File: src/rtl/cdc_req_ctrl.sv
// 4-phase request/acknowledge controller toward a remote clock domain.
// Payload is registered on acceptance; the remote ack is synchronized before use.
module cdc_req_ctrl #(
  parameter int SYNC_STAGES    = 2,
  parameter int DATA_WIDTH     = 32,
  parameter int TIMEOUT_CYCLES = 0
) (
  input  logic                  clk_i,
  input  logic                  rst_ni,
  input  logic                  valid_i,
  output logic                  ready_o,
  input  logic [DATA_WIDTH-1:0] data_i,
  output logic                  req_o,
  output logic [DATA_WIDTH-1:0] data_o,
  input  logic                  ack_i,
  output logic                  busy_o,
  output logic                  done_o,
  output logic                  timeout_o
);

  localparam int               CNT_W   = (TIMEOUT_CYCLES > 0) ? $clog2(TIMEOUT_CYCLES + 1) : 1;
  localparam logic [CNT_W-1:0] CNT_MAX = CNT_W'(TIMEOUT_CYCLES);
  localparam logic [CNT_W-1:0] CNT_ONE = CNT_W'(1);

  typedef enum logic [1:0] {
    IDLE,
    REQ,
    RELEASE
  } state_t;

  state_t                 state;
  logic [SYNC_STAGES-1:0] ack_sync;
  logic                   ack_s;
  logic [CNT_W-1:0]       cnt;

  always_ff @(posedge clk_i or negedge rst_ni) begin
    if (!rst_ni) begin
      ack_sync <= '0;
    end else begin
      ack_sync <= {ack_sync[SYNC_STAGES-2:0], ack_i};
    end
  end

  assign ack_s   = ack_sync[SYNC_STAGES-1];
  assign ready_o = (state == IDLE) && !ack_s;
  assign busy_o  = (state != IDLE);

  // The counter only runs while waiting for ack; it stops at the limit so the
  // transfer can still complete late, with timeout_o left set as a warning.
  always_ff @(posedge clk_i or negedge rst_ni) begin
    if (!rst_ni) begin
      state     <= IDLE;
      req_o     <= 1'b0;
      data_o    <= '0;
      done_o    <= 1'b0;
      timeout_o <= 1'b0;
      cnt       <= '0;
    end else begin
      done_o <= 1'b0;
      case (state)
        IDLE: begin
          if (valid_i && ready_o) begin
            data_o    <= data_i;
            req_o     <= 1'b1;
            cnt       <= '0;
            timeout_o <= 1'b0;
            state     <= REQ;
          end
        end
        REQ: begin
          if ((TIMEOUT_CYCLES > 0) && (cnt != CNT_MAX)) begin
            cnt <= cnt + CNT_ONE;
            if ((cnt + CNT_ONE) == CNT_MAX) begin
              timeout_o <= 1'b1;
            end
          end
          if (ack_s) begin
            req_o <= 1'b0;
            state <= RELEASE;
          end
        end
        RELEASE: begin
          if (!ack_s) begin
            done_o <= 1'b1;
            state  <= IDLE;
          end
        end
        default: begin
          req_o <= 1'b0;
          state <= IDLE;
        end
      endcase
    end
  end

endmodule

File: config.mk
export PLATFORM = sky130hd
export DESIGN_NAME = cdc_req_ctrl
export DESIGN_NICKNAME = d
export VERILOG_FILES = /design/src/rtl/cdc_req_ctrl.sv
export SDC_FILE = /design/constraint.sdc
export NUM_CORES = 1
export LEC_CHECK = 0
export BUFFER_PORTS_ARGS = -buffer_cell sky130_fd_sc_hd__buf_4
export CAP_MARGIN = 5
export CORE_UTILIZATION = 44
export CTS_CLUSTER_DIAMETER = 40
export DETAILED_ROUTE_END_ITERATION = 6
export PLACE_DENSITY = 0.78
export RECOVER_POWER = 100
export SYNTH_ARGS = -nofsm -noshare
export SYNTH_HDL_FRONTEND = slang
export SYNTH_SLANG_ARGS = --single-unit
File: constraint.sdc
create_clock -name clk_i -period 1.9 [get_ports clk_i]
set_clock_uncertainty 0.1 [all_clocks]
set_input_delay 0 -clock clk_i [delete_from_list [all_inputs] [get_ports clk_i]]
set_output_delay 0 -clock clk_i [all_outputs]
set_load 0.02 [all_outputs]
==> metrics.md, run 1 <==
| Metric | Value |
|---|---|
| Register bit total from synthesis | `38` |
| H-tree levels | `2` |
| Detailed Routing Iterations Pass 1 | `4` |
| Vias per Instance | `between 4 and 5` |
| Worst setup path category | `flop to flop` |
| Met2 usage | `39.49%` |
| Synth Cell Area | `1439 µm²` |
| ANT cells | `0` |
| First-pass GRT wire length | `5313 µm` |
| CP Capture Type | `flop` |
| Status | `finished, final reports clean` |
| Post-DP HPWL | `2238 µm` |
| DR iter-0 viols | `14` |
| Worst-margin pin slew | `between 0.8 and 0.9 ns` |
| WL final | `3508 µm` |
| WHS | `0.2065 ns` |
| RSZ-0062 raised after global routing | `false` |
| Final min period | `1.727 ns` |
| Final WS setup | `0.1734 ns` |
| Syn_area_per_cell | `around 17 µm²` |
| Fin crit share | `90.88%` |
| Fillers | `242` |
| DRC Markers | `0` |
| Routed len/inst | `14.56 µm` |
| Final Util | `74.27%` |
| Power Density | `around 1100 nW/µm²` |
| Final Slew Violations | `0` |
| GPL Wtd Cong | `0.6293` |
| Slew margin rel. | `40.22%` |
| Critical Path AT | `1.86 ns` |
| Final nets | `approximately 230` |
| Grt ovf | `0` |
| Clock-pin slew on the worst setup and hold paths | `0.11 ns` |
| Largest net degree at the start of global routing | `39` |
| Initial antenna violation count | `0` |
| Clock Path Buffers | `2` |
| Final Setup Violations | `0` |
| GRT busiest layer | `met2` |
| Synthesized instance count | `85` |
| Global-route met1 utilization | `roughly a quarter` |
| Share of layout cells above drive strength 1 | `between 30% and 40%` |
| CTS tree | `done` |
| Fin. Hold Viols | `0` |
| Worst EP required | `2.03 ns` |
| Fin Setup TNS | `0 ns` |
| Most frequent cells in the layout | `dfrtp_1 (38), clkbuf_1 (38), dlygate4sd3_1 (35)` |
| Hold Path Class | `input pin to async pin` |
| Core Area | `3078 µm²` |
| I/O pin cnt | `73` |
| Initial core utilization | `46.75%` |
| Num Clock Sinks | `38` |
| Leak | `1.009 nW` |
| Root buffer selected by CTS | `clkbuf_4` |
| GRT Total Usage | `between 20 and 25%` |
| Antenna Nets Post-Route | `0` |
| Max Cap Viol | `0` |
| Post-CTS Setup Bufs | `0` |
| Syn-to-layout area delta | `58.87%` |
| Fmax | `about 580 MHz` |
| Pre-CTS WS | `0.2155 ns` |
| Port Buffers | `71` |
| Critical Path Start Type | `flop` |
| Critical path peak fanout | `13` |
| M3 GR Usage | `around 6.1%` |
| Via count | `1,084` |
| VDD IR max | `0.0007964 V` |
| Yosys warns | `0` |
| FP Rows | `20` |
| Worst skew pair latency | `0.34 ns` |
| Sequential-to-total area share from yosys stat | `66.09%` |
| Number of global-route vias before repair | `about 1,200` |
| Num CTS Buffers | `5` |
| Die X | `approximately 59 µm` |
| Die height | `59.19 µm` |
| Area of the die | `3503 µm²` |
| Synth cell types | `15` |
| Syn_nets | `121` |
-- per-stage QoR --
step	instances	area (µm²)	total power, mW
after global placement	198	2001	2.078
after global routing	241	2286	2.641
after floorplan	85	1439	1.647
final	241	2286	2.510
after CTS	241	2426	2.704
after detailed placement	198	2001	2.117
-- critical path, cell delays in order (launching register included) --
cell,delay [ns]
dfrtp_1,0.48
nor4b_4,0.31
clkbuf_2,0.34
mux2_2,0.38
-- Yosys cell counts --
cell,count,area share (%)
nor4b_4,1,1.7
mux2_2,30,23
buf_6,3,2.3
or2_2,1,0.44
and2_1,1,0.44
nor2_1,2,0.52
o21a_1,1,0.52
a211o_1,1,0.61
dfrtp_1,38,66
xor2_1,1,0.61
mux2_1,2,1.6
nor3b_1,1,0.52
conb_1,1,0.26
buf_4,1,0.52
nor2b_1,1,0.44
-- logic make-up (layout without fill, tap and decap cells) --
kind of cell    after synthesis  in the layout  share of synthesized area [%]
compound gates                2              2                          1.131
other cells                   1              1                         0.2606
flops                        38             38                          66.09
xor+xnor                      1              1                         0.6088
simple gates                  7              7                          4.001
mux                          32             32                          25.04
buf+inv                       4            116                          2.870
-- power by group --
part / total (mW) / internal [mW] / leakage, nW / switching, mW
Clock: 0.533 / 0.279 / 0.0395 / 0.254
Combinational: 0.831 / 0.349 / 0.522 / 0.482
Sequential: 1.15 / 1.02 / 0.448 / 0.127
Total: 2.51 / 1.65 / 1.01 / 0.863
-- flip-flops by register name, summed over array words and instances (netlist names) --
register  count
data_o       32
ack_sync      2
state         2
done_o        1
req_o         1
-- layer usage --
layer | routed length, µm | vias up
li1 | - | 511
met1 | 1385 | 523
met2 | 1868 | 46
met3 | 223 | 4
met4 | 31 | 0
met5 | 0 | -
-- layout make-up --
type	instances	area (µm²)	share of cell area, %
clock inverters	1	30.03	1.314
clock buffers	7	45.04	1.970
flip-flops and latches	38	950.9	41.60
well taps	44	55.05	2.408
multi-input cells	43	446.7	19.54
repair buffers	108	758.2	33.17
-- final timing paths --
check	from	endpoint	slack (ns)	cells after the start
max	state[0]	data_o[8]	0.17	3
min	rst_ni	data_o[2]	0.21	2
max reg2reg	state[0]	data_o[8]	0.17	3
min reg2reg	ack_sync[0]	ack_sync[1]	0.26	0
max in group asynchronous	rst_ni	data_o[5]	0.93	2
min in group clk_i	ack_i	ack_sync[0]	0.24	2
-- repair_timing --
action                                  4_1_cts  5_1_grt
hold endpoints to repair                     72        0
hold buffers                                 35        0
resized for setup                             0        0
endpoints found under the setup margin        0        0
No activity file was read; power rests on OpenSTA's default activity.
==> inputs of run 2 (changes only) <==
Settings changed: CORE_UTILIZATION 44 to 46, CTS_BUF_LIST set to sky130_fd_sc_hd__clkbuf_2, PLACE_DENSITY 0.78 to 0.81.
==> run 2 against run 1 <==
  * The run now ends with design-rule violations left
  * Critical path type unchanged
  * Combinational power grew 0.8%
  * Non-clock buffer count grew 1
  * Sequential share of layout area is 0.74 points higher
  * Die area shrank 4.2%
  * First-iteration DRC count up 36%
  * Critical path depth unchanged
==> metrics.md, run 2 (synthesized netlist as in run 1, its figures left out) <==
| Metric | Value |
|---|---|
| Antenna Nets Post-Route | `0` |
| Post-route cell area | `2246 µm²` |
| Fin Setup TNS | `0 ns` |
| RSZ-0062 raised after global routing | `false` |
| Clock Path Buffers | `2` |
| Slew margin rel. | `41.00%` |
| Leak | `1.005 nW` |
| Placed insts | `185` |
| Status | `complete, but fails checks` |
| Num CTS Buffers | `5` |
| CP top delay family | `flip-flops` |
| Final Util | `78.73%` |
| Detailed Routing Iterations Pass 1 | `5` |
| CTS Hold Bufs | `36` |
| Post-DP HPWL | `2062 µm` |
| I/O pin cnt | `73` |
| Cts repair resizes | `0` |
| CTS tree | `done` |
| Worst skew pair latency | `0.38 ns` |
| Root buffer selected by CTS | `clkbuf_2` |
| Syn-to-layout area delta | `56.09%` |
| Power Density | `a little over 1000 nW/µm²` |
| WL final | `3476 µm` |
| Critical Path Start Type | `flop` |
| GPL Wtd Cong | `roughly 0.74` |
| Slowest stage delay, CP | `0.49 ns` |
| CP Capture Type | `flop` |
| Die X | `around 58 µm` |
| Num Clock Sinks | `38` |
| Fin. Hold Viols | `0` |
| Routed len/inst | `15.18 µm` |
| VDD IR max | `0.0006287 V` |
| Post-CTS Setup Bufs | `0` |
| Initial core utilization | `50.44%` |
| Number of global-route vias before repair | `approximately 1,200` |
| First-pass GRT wire length | `5388 µm` |
| Biggest registers after layout | `data_o: 32 flops, ack_sync: 2 flops, state: 2 flops` |
| DR iter-0 viols | `19` |
| Fin crit share | `about nine tenths` |
| Hold Path Class | `input pin to flop` |
| DP Area | `1984 µm²` |
| H-tree levels | `2` |
| Worst setup path category | `flop to flop` |
| Critical path peak fanout | `23` |
| Via count | `1,105` |
| Initial antenna violation count | `0` |
| Pre-CTS WS | `0.2007 ns` |
| Critical-path top delay cell | `dfrtp_1` |
| Worst path buffer plus inverter count | `1` |
| Die height | `57.93 µm` |
| Final WS setup | `0.1533 ns` |
| Final Slew Violations | `0` |
| Final nets | `233` |
| WHS | `approximately 0.19 ns` |
| Fillers | `204` |
| Critical Path AT | `1.92 ns` |
| GRT Total Usage | `22.19%` |
| Worst-margin pin slew | `0.8851 ns` |
| Clock-pin slew on the worst setup and hold paths | `about 0.19 ns` |
| Largest net degree at the start of global routing | `39` |
| Failing checks | `design-rule violations` |
| DRC Markers | `5` |
| Worst EP required | `between 2 and 2.5 ns` |
| Port Buffers | `71` |
| FP Rows | `19` |
| Largest Register | `data_o` |
| Number of flip-flops in the largest register | `32` |
| Vias per Instance | `4.825` |
| Tot Pwr | `2.322 mW` |
| Most frequent cells in the layout | `dfrtp_1 (38), dlygate4sd3_1 (36), clkbuf_1 (36)` |
| Final Non-Filler Cells | `229` |
| ANT cells | `0` |
| Most common cell after layout, fill and taps aside | `dfrtp_1` |
| Critical Path, Cell by Cell | `nor4b_4 -> clkbuf_4 -> mux2_2` |
| Max Cap Viol | `0` |
| Share of layout cells above drive strength 1 | `38.38%` |
| Final min period | `between 1.5 and 2 ns` |
| Grt ovf | `0` |
| Final Setup Violations | `0` |
| Fmax | `572.5 MHz` |
| Area of the die | `about 3400 µm²` |
| Core Area | `2853 µm²` |
run 2: changes by cell type in the layout (fill, tap and decap cells not counted), sizes merged:
cell,change
clkinv,+2
bufinv,-1
clkbuf,-1
dlygate4sd3,+1
run 2: routing by layer:
layer	wire (µm)	share of wire, %	up-vias	global-route usage, %
li1	-	-	515	-
met1	1226	35	539	19.73
met2	2000	58	51	44.99
met3	249	7.2	0	8.482
met4	0	0	0	6.122
met5	0	0	-	0
run 2: worst paths after layout:
check | slack, ns | depth (start not counted) | to | start
max | 0.15 | 3 | data_o[24] | state[0]
min | 0.19 | 2 | ack_sync[0] | ack_i
min in group asynchronous | 0.70 | 3 | data_o[1] | rst_ni
max in group asynchronous | 0.45 | 3 | data_o[2] | rst_ni
min reg2reg | 0.29 | 0 | ack_sync[1] | ack_sync[0]
max reg2reg | 0.15 | 3 | data_o[24] | state[0]
run 2: final cells by class:
class	instances	area (µm²)	share of cell area, %
Sequential cell	38	950.9	42.34
Timing Repair Buffer	109	770.7	34.32
Multi-Input combinational cell	43	446.7	19.89
Tap cell	31	38.79	1.727
Clock buffer	6	30.03	1.337
Clock inverter	2	8.758	0.3900
run 2: report_power, final:
part	switching (mW)	total, mW	internal [mW]	leakage (nW)
Clock	0.251	0.341	0.0906	0.0304
Sequential	0.125	1.14	1.02	0.448
Combinational	0.487	0.838	0.351	0.527
==> inputs of run 3 (changes only) <==
Settings changed: PLACE_DENSITY 0.81 to 0.84.
==> run 3 against run 2 <==
  * Largest cell class unchanged
  * Critical path depth did not move
  * The flow still finishes with violations (design-rule violations)
  * Final area fell by 0.50%
  * Worst setup slack improved by 0.0042 ns
  * Clock power fell by 4%
  * Non-clock buffer count did not move
  * Flip-flop and latch count did not move
  * Combinational power barely moved
  * Maximum frequency rose by 0.24%
  * Final cell count did not move
  * Critical path type unchanged
  * Sequential share of layout area rose by 0.21 points
==> metrics.md, run 3 (synthesized netlist as in run 1, its figures left out) <==
| Metric | Value |
|---|---|
| Critical Path, Cell by Cell | `nor4b_2 -> buf_4 -> mux2_2` |
| Critical Path AT | `about 1.9 ns` |
| Port Buffers | `71` |
| GPL Wtd Cong | `about 0.67` |
| FP Rows | `19` |
| Die X | `57.93 µm` |
| Power Density | `~1000 nW/µm²` |
| Final Setup Violations | `0` |
| Antenna Nets Post-Route | `0` |
| Syn-to-layout area delta | `55.30%` |
| VDD IR max | `0.0006723 V` |
| Largest net degree at the start of global routing | `39` |
| Register area | `about 950 µm²` |
| Num Clock Sinks | `38` |
| Fmax | `around 570 MHz` |
| DR iter-0 viols | `38` |
| DP Area | `1984 µm²` |
| Max Cap Viol | `0` |
| Clock-pin slew on the worst setup and hold paths | `0.19 ns` |
| H-tree levels | `2` |
| Slowest stage delay, CP | `0.49 ns` |
| Leak | `about 1.0 nW` |
| Critical-path top delay cell | `dfrtp_1` |
| Worst skew pair latency | `0.39 ns` |
| Detailed Routing Iterations Pass 1 | `6` |
| Grt ovf | `0` |
| Final min period | `1.742 ns` |
| Biggest registers after layout | `data_o: 32 flops, ack_sync: 2 flops, state: 2 flops` |
| Final nets | `233` |
| Fillers | `205` |
| Clock Path Buffers | `2` |
| Critical Path Start Type | `flop` |
| Number of global-route vias before repair | `1,214` |
| Largest Register | `data_o` |
| Critical path peak fanout | `18` |
| ANT cells | `0` |
| Most common cell after layout, fill and taps aside | `dfrtp_1` |
| CP Capture Type | `flop` |
| Status | `complete, but fails checks` |
| WL final | `3543 µm` |
| Die height | `just under 60 µm` |
| First-pass GRT wire length | `5602 µm` |
| Post-DP HPWL | `around 2200 µm` |
| Fin Setup TNS | `0 ns` |
| Most frequent cells in the layout | `dfrtp_1 (38), dlygate4sd3_1 (36), clkbuf_1 (36)` |
| Root buffer selected by CTS | `clkbuf_2` |
| Routed len/inst | `15.47 µm` |
| Via count | `between 1,000 and 1,500` |
| Footprint of the multi-input gates | `437.9 µm²` |
| Slew margin rel. | `40.03%` |
| Final Slew Violations | `0` |
| Core Area | `between 2000 and 3000 µm²` |
| Worst setup path category | `flop to flop` |
| Fin crit share | `about nine tenths` |
| I/O pin cnt | `73` |
| CTS tree | `done` |
| Initial antenna violation count | `0` |
| Worst EP required | `2.08 ns` |
| Post-route cell area | `~2200 µm²` |
| Failing checks | `design-rule violations` |
| DRC Markers | `7` |
| Worst-margin pin slew | `0.8996 ns` |
| Hold Path Class | `input pin to flop` |
| Number of flip-flops in the largest register | `32` |
| GRT Total Usage | `about a quarter` |
| Share of layout cells above drive strength 1 | `37.37%` |
| Initial core utilization | `50.44%` |
| Area of the die | `around 3400 µm²` |
| Num CTS Buffers | `5` |
| RSZ-0062 raised after global routing | `false` |
| Vias per Instance | `4.974` |
| Fin. Hold Viols | `0` |
-- run 3: changes by cell type in the layout (fill, tap and decap cells not counted), sizes merged --
| cell | change |
|---|---|
| buf | +1 |
| clkinv | +1 |
| clkbuf | -2 |
-- run 3: power breakdown --
| group | internal, mW | switching [mW] | total [mW] |
|---|---|---|---|
| clock | 0.0785 | 0.248 | 0.327 |
| combinational | 0.349 | 0.488 | 0.837 |
| sequential | 1.02 | 0.122 | 1.14 |
| total | 1.45 | 0.858 | 2.30 |
-- run 3: layout make-up --
| class | count | share of cell area [%] |
|---|---|---|
| clock buffers | 5 | 1.120 |
| well taps | 31 | 1.736 |
| repair buffers | 109 | 34.49 |
| flip-flops and latches | 38 | 42.55 |
| multi-input cells | 43 | 19.60 |
| clock inverters | 3 | 0.5039 |
-- run 3: metrics by stage --
step	util [%]	hold WS, ns	setup WS (ns)	power [mW]	instances
detailed placement	69.56	-0.1113	0.2051	2.117	185
finish	78.33	0.1629	0.1575	2.303	229
global route	78.33	0.1493	0.07329	2.428	229
global placement	69.56	-0.1221	0.3028	2.073	185
CTS	83.46	0.1270	0.1827	2.503	229
floorplan	-	-0.3956	0.2590	1.647	85
-- run 3: critical path, delay by kind of cell (launching register included) --
kind | cells | cell delay [ns]
buf+inv | 1 | 0.31
flops | 1 | 0.49
simple gates | 1 | 0.37
mux | 1 | 0.37
-- run 3: worst paths after layout --
kind | to | depth (start not counted) | from | slack, ns
worst min register to register | ack_sync[1] | 0 | ack_sync[0] | 0.29
min in group asynchronous | ack_sync[1] | 3 | rst_ni | 0.67
worst max-delay path | data_o[20] | 3 | state[0] | 0.16
max in group asynchronous | data_o[11] | 3 | rst_ni | 0.46
worst min-delay path | ack_sync[0] | 2 | ack_i | 0.16
worst max register to register | data_o[20] | 3 | state[0] | 0.16
-- run 3: routing by layer --
layer	routed length (µm)	GRT usage [%]	vias to the layer above
met5	0	0	-
met4	104	13.27	0
met3	282	6.920	12
met2	1925	42.36	57
met1	1230	23.72	551
li1	-	-	519
-- run 3: timing repair --
action,CTS,global route
setup buffers,0,0
gates resized for setup,0,0
endpoints found under the setup margin,0,0
hold buffers,36,0
hold endpoints to repair,72,0
